File: config.mk
export PLATFORM = sky130hd
export DESIGN_NAME = vend_controller
export DESIGN_NICKNAME = d
export VERILOG_FILES = /design/src/rtl/vend_controller.sv
export SDC_FILE = /design/constraint.sdc
export NUM_CORES = 1
export LEC_CHECK = 0
export ABC_AREA = 1
export BUFFER_PORTS_ARGS = -buffer_cell sky130_fd_sc_hd__buf_2
export CAP_MARGIN = 20
export CORE_UTILIZATION = 55
export CTS_CLUSTER_SIZE = 12
export DETAILED_ROUTE_END_ITERATION = 10
export GPL_TIMING_DRIVEN = 0
export PLACE_DENSITY = 0.88
export SLEW_MARGIN = 20
export SYNTH_ARGS = -nofsm -noshare
export SYNTH_HDL_FRONTEND = slang
export SYNTH_SLANG_ARGS = --single-unit
File: constraint.sdc
create_clock -name clock -period 3.9 [get_ports clock]
set_input_delay 0.39 -clock clock [delete_from_list [all_inputs] [get_ports clock]]
set_output_delay 0.39 -clock clock [all_outputs]
set_load 0.01 [all_outputs]
File: src/rtl/vend_controller.sv
// Vending transaction sequencer: collects 5/10/25 coins, requests a vend, then pays change or refunds.
// Coin to VEND is one edge; the vend and change handshakes hold their requests until acknowledged.
module vend_controller #(
  parameter int PRICE_UNITS  = 5,
  parameter int CREDIT_W     = 5,
  parameter int MAX_CREDIT   = 20,
  parameter int VEND_TIMEOUT = 255
) (
  input  logic                clock,
  input  logic                reset,
  input  logic                fiveKurus,
  input  logic                tenCents,
  input  logic                twentyFiveKurus,
  input  logic                cancel,
  input  logic                vendAck,
  input  logic                changeAck,
  output logic                vendReq,
  output logic                changeReq,
  output logic                coinReject,
  output logic                vendFail,
  output logic                busy,
  output logic [CREDIT_W-1:0] credit,
  output logic [15:0]         salesCount
);

  localparam int TIMER_W = $clog2(VEND_TIMEOUT + 1);
  localparam logic [CREDIT_W:0]   MaxCreditWide = (CREDIT_W+1)'(MAX_CREDIT);
  localparam logic [CREDIT_W:0]   PriceWide     = (CREDIT_W+1)'(PRICE_UNITS);
  localparam logic [CREDIT_W-1:0] Price         = CREDIT_W'(PRICE_UNITS);
  localparam logic [TIMER_W-1:0]  TimeoutLast   = TIMER_W'(VEND_TIMEOUT - 1);

  typedef enum logic [1:0] {
    COLLECT = 2'd0,
    VEND    = 2'd1,
    CHANGE  = 2'd2
  } state_t;

  state_t               state;
  logic [TIMER_W-1:0]   timer;
  logic [1:0]           coinCount;
  logic                 anyCoin;
  logic                 oneCoin;
  logic [CREDIT_W:0]    coinValue;
  logic [CREDIT_W:0]    creditSum;

  assign coinCount = {1'b0, fiveKurus} + {1'b0, tenCents} + {1'b0, twentyFiveKurus};
  assign anyCoin   = (coinCount != 2'd0);
  assign oneCoin   = (coinCount == 2'd1);

  always_comb begin
    coinValue = '0;
    if (fiveKurus)       coinValue = (CREDIT_W+1)'(1);
    if (tenCents)        coinValue = (CREDIT_W+1)'(2);
    if (twentyFiveKurus) coinValue = (CREDIT_W+1)'(5);
  end

  // One extra bit so an overflowing coin is detected instead of wrapping.
  assign creditSum = {1'b0, credit} + coinValue;

  assign vendReq   = (state == VEND);
  assign changeReq = (state == CHANGE);
  assign busy      = (state != COLLECT);

  always_ff @(posedge clock or negedge reset) begin
    if (!reset) begin
      state      <= COLLECT;
      credit     <= '0;
      salesCount <= '0;
      timer      <= '0;
      coinReject <= 1'b0;
      vendFail   <= 1'b0;
    end else begin
      coinReject <= 1'b0;
      vendFail   <= 1'b0;
      case (state)
        COLLECT: begin
          if (cancel && credit != '0) begin
            state      <= CHANGE;
            coinReject <= anyCoin;
          end else if (anyCoin) begin
            if (!oneCoin || creditSum > MaxCreditWide) begin
              coinReject <= 1'b1;
            end else begin
              credit <= creditSum[CREDIT_W-1:0];
              if (creditSum >= PriceWide) begin
                state <= VEND;
                timer <= '0;
              end
            end
          end
        end
        VEND: begin
          coinReject <= anyCoin;
          if (vendAck) begin
            credit     <= credit - Price;
            salesCount <= salesCount + 16'd1;
            state      <= (credit != Price) ? CHANGE : COLLECT;
          end else if (timer == TimeoutLast) begin
            // Dispenser never answered: keep the full credit and refund it.
            vendFail <= 1'b1;
            state    <= CHANGE;
          end else begin
            timer <= timer + TIMER_W'(1);
          end
        end
        CHANGE: begin
          coinReject <= anyCoin;
          if (credit == '0) begin
            state <= COLLECT;
          end else if (changeAck) begin
            credit <= credit - CREDIT_W'(1);
            if (credit == CREDIT_W'(1)) state <= COLLECT;
          end
        end
        default: state <= COLLECT;
      endcase
    end
  end

endmodule

Yosys cells after proc, flatten, opt, wreduce, memory -nomap -nowiden
Cells that the tools add are included.
- input bits: 8
- word-level logic and storage cells: 86
- register bits after elaboration: 33
- output and inout bits: 26
- equal/unequal tests: 21
- magnitude comparators: 2
- reductions and logical operators: 15
- multiplexer cells: 35
- add/subtract/negate cells: 7
- operators by type and width (kind ; count):
    two-way mux 8 bit ; 6
    two-way mux 5 bit ; 6
    two-way mux 2 bit ; 11
    inequality test 2 bit (second input constant) ; 9
    adder 16 x 1 -> 16 bit (second input constant) ; 1
    one-hot mux 8 bit (2 select lines) ; 1
    one-hot mux 5 bit (3 select lines) ; 1
    AND reduction 7 bit ; 2
    inequality test 3 bit (second input constant) ; 3
    adder 8 x 1 -> 8 bit (second input constant) ; 1
    equality test 8 bit (second input constant) ; 1
    two-way mux 1 bit ; 7
    adder 5 x 6 -> 6 bit ; 1
    >= comparator 6 x 3 -> 1 bit (second input constant) ; 1
    greater-than comparator 6 x 5 -> 1 bit (second input constant) ; 1
    two-way mux 6 bit ; 1
    inequality test 3 x 2 -> 1 bit (second input constant) ; 2
    one-hot mux 2 bit (3 select lines) ; 1
    AND reduction 6 bit ; 1
    nonzero test 2 bit ; 3
    equality test 5 x 1 -> 1 bit (second input constant) ; 1
    logical NOT 5 bit ; 1
    inequality test 5 x 3 -> 1 bit (second input constant) ; 1
    nonzero test 5 bit ; 1
    other kinds (15) ; 16

Longest topological paths before layout
- depth in word-level cells: 10
- mapped depth: 20
- gate-level depth less buffers: 20

Worst setup path after synthesis
OpenSTA, ideal clock, no wires.
- path type: input-to-reg
- start: input port twentyFiveKurus
- end: register credit[4]
- arrival time: 2.154 ns
- cell stages on the path: 19
- path slack: 1.629 ns
- cell sequence: inv_1 > nand2_1 > inv_1 > nor2_1 > ha_1 > inv_1 > fa_1 > inv_1 > nand3_1 > nand3_1 > nand2_1 > nand2_1 > inv_2 > nand2_2 > nand3_2 > nand2_4 > nand2_1 > nand2_1 > nand2_1
- word-level cells in the longest chain between the ends: 6
- ends and longest elaborated chain (what ; RTL line ; RTL):
    from (decl) ; 13 ; input logic twentyFiveKurus,
    two-way mux 6 bit or adder 2 x 1 -> 2 bit (tied branches) ; 54, 46 ;
    adder 5 x 6 -> 6 bit or equality test 2 x 1 -> 1 bit (tied branches) ; 58, 48 ;
    greater-than comparator 6 x 5 -> 1 bit, or another cell as far along ; 81 ; if (!oneCoin || creditSum > MaxCreditWide) begin
    logical OR 1 bit or two-way mux 5 bit (tied branches) ; 81, 80 ;
    inequality test 2 bit (no line) or two-way mux 5 bit (tied branches) ; -- ;
    AND reduction 7 bit (no line) or one-hot mux 5 bit (3 select lines) (tied branches) ; -- ;
    to (signal assigned) ; 84 ; credit <= creditSum[CREDIT_W-1:0];
    to (signal assigned) ; 95 ; credit <= credit - Price;
    to (signal assigned) ; 111 ; credit <= credit - CREDIT_W'(1);
    to (decl) ; 22 ; output logic [CREDIT_W-1:0] credit,
Parallel ways exist; a longest one is shown, timed or not. The select of a mux whose other input is x is not followed.
A chain may end at the register's enable or synchronous reset.

Worst setup path in the final report
- start: input port twentyFiveKurus
- end: register credit[0]
Same word-level chain as after synthesis.

==> metrics.txt <==
setup bufs post-CTS=0; CTS HTree Levels=2; Hold Vio Cnt, Final=0; dpl hpwl=3630 um; Post-layout nets=359; RSZ-0062 raised after global routing=no; Critical Path End Type=flip-flop; first-pass GRT wire length=8000 um; Final Power=1.63 mW; Final setup violation count=0; Setup Total Neg Slack=0 ps; total CTS buffers=5; mux cell area share after synthesis=0; max cap viols=0; fin. max-slew vios=0; Worst Path Arrival=2630 ps; Avg WL per Cell=12.4 um; Finished Layout Cells=388; drt via density=5.22; clk buf depth=2; RePlAce Congestion=0.892; Worst path max stage delay=420 ps; yosys warns=0; DRT iter0 DRCs=139; Post-Route WL=4810 um; crit-path cells=buf_2, inv_1, nand2_1, inv_1, nor2_1, ha_1, inv_1, fa_1, inv_1, nand3_1, nand3_1, nand2_1, nand2_1, inv_2, nand2_2, nand3_2, nand2_4, nand2_1, nand2_1, nand2_1; leakage power=1.48 nW; largest area contributor in the netlist=dfrtp_1; top post-synthesis cells by area=dfrtp_1 36%, nand2_1 13%, nand3_1 6.7%; CP startpoint kind=input pin; Max IR drop VDD=0.401 mV; largest net degree at the start of global routing=34; vias in the first global route=1873; post-synth cell types=37; ANT cells=0; status=finished, final reports clean; initial antenna violation count=0; sequential area share after synthesis=0.356; total track usage=0.240; Synth Register Bits=33; Clock Root Buffer=clkbuf_8; synthesized cell area=2320 um^2; TritonCTS clock tree=done; P&R area growth vs syn=13.4%; Worst Path Max Fanout=7; Worst Path Required=4080 ps; initial core utilization=0.576; Yosys top cell area share=0.356; main combinational cell family by area after synthesis=simple AND/OR/NAND/NOR gates; share of layout cells above drive strength 1=0.210; Clock Skew=5.41 ps; Routed Antenna Nets=0; Worst path most repeated cell=nand2_1; syn nets=319; Die X=67.0 um; placed instance count=380; Worst slew margin=0.523; Tmin final=2460 ps; Slew @ Worst Pin=715 ps; Clk pin slew, worst setup/hold paths=70 ps; PostCTS Resize Cnt=0; syn avg cell area=7.81 um^2; fmax=407 MHz; number of I/O pins=34; slowest CP cell=fa_1; Core Util, Final=0.653; core area=4030 um^2; class of the most critical setup path=input pin to flip-flop; cts hold-fix bufs=0; Skew-Pair Late Insertion Delay=290 ps; Min-Delay Path Class=input pin to async pin; Die Area=4480 um^2; vias after detailed routing=2026; pwr dens=618 nW/um^2; Compound-Gate Fraction of Synth Area=0.0491; Synth Area in XOR/XNOR=0.0642; total gr overflow=0; CTS sink cnt=33; Mapped Cells=297; period utilisation layout=0.630; 1st-pass router iterations=4; DRC=0; die height=67.0 um; IO buf count=33; Post-Synth Adder-Cell Area=0.0819; simple-gate portion of the synthesized area=0.367; Rows=23
cells by family (layout without fill, tap and decap cells):
kind of cell    Yosys count  in the layout
fa+ha+maj                14             14
flops                    33             33
compound gates           19             19
buf+inv                  45             86
simple gates            169            169
xor+xnor                 17             17
power by group:
group	leakage [nW]	internal (mW)	switching [mW]	total (mW)
logic	1.01	0.310	0.595	0.905
registers	0.432	0.401	0.0728	0.474
clock network	0.0450	0.123	0.122	0.246
cell usage after synthesis, drive strengths merged:
cell type	number
a31oi	1
nand2	91
o211ai	1
clkbuf	1
o31ai	2
nor4	1
clkinv	1
o21ai	8
or2	1
nor3	9
xor2	11
nor2	21
and3	1
fa	2
a21oi	5
nand4	7
nor3b	3
o311ai	1
xnor2	6
dfrtp	33
ha	12
a21boi	1
buf	3
nand3	35
inv	40
routing by layer:
layer / global-route usage / up-vias / part of all wire
li1: - / 1032 / -
met1: 0.318 / 944 / 0.46
met2: 0.383 / 42 / 0.48
met3: 0.0565 / 8 / 0.042
met4: 0.0745 / 0 / 0.016
met5: 0 / - / 0
layout by cell type (no fill, tap or decap), drive strengths merged, types with 3 or more instances in the layout:
cell,instances
a21oi,5
buf,36
clkbuf,7
clkinv,3
dfrtp,33
ha,12
inv,40
nand2,91
nand3,35
nand4,7
nor2,21
nor3,9
nor3b,3
o21ai,8
xnor2,6
xor2,11
sequential cells by signal, indices dropped and copies added, names as in the netlist:
name	flops
coinReject	1
credit	5
vendFail	1
salesCount	16
timer	8
state	2
path summary, 6_finish.rpt:
check	endpoint	slack [ps]	depth (start not counted)	from
min in group clock	vendFail	330	2	vendAck
worst min-delay path	salesCount[7]	150	1	reset
max in group asynchronous	timer[2]	3280	1	reset
worst max register to register	credit[0]	1510	15	credit[0]
worst min register to register	salesCount[15]	460	1	salesCount[15]
worst max-delay path	credit[0]	1440	20	twentyFiveKurus
stage by stage:
step	area (um^2)	worst slack, ps	hold slack [ps]
after CTS	2630	1460	177
after floorplan	2320	1630	94.4
after global placement	2550	1230	449
after detailed placement	2550	1180	453
final	2630	1440	150
after global routing	2630	1270	213
critical path: cells and delay by family:
family / cells / cell delay, ps
buffers and inverters: 6 / 450
AND/OR/NAND/NOR: 12 / 1130
adder cells (fa/ha/maj): 2 / 650
area by class of cell:
type,count,area (um^2)
Fill cell,340,1400
Multi-Input combinational cell,219,1310
Sequential cell,33,826
Timing Repair Buffer,33,165
Inverter,41,155
Clock buffer,6,72.6
Tap cell,50,62.6
Buffer,4,35.0
Clock inverter,2,10.0
Note: power is estimated with default switching activity, not from simulation.
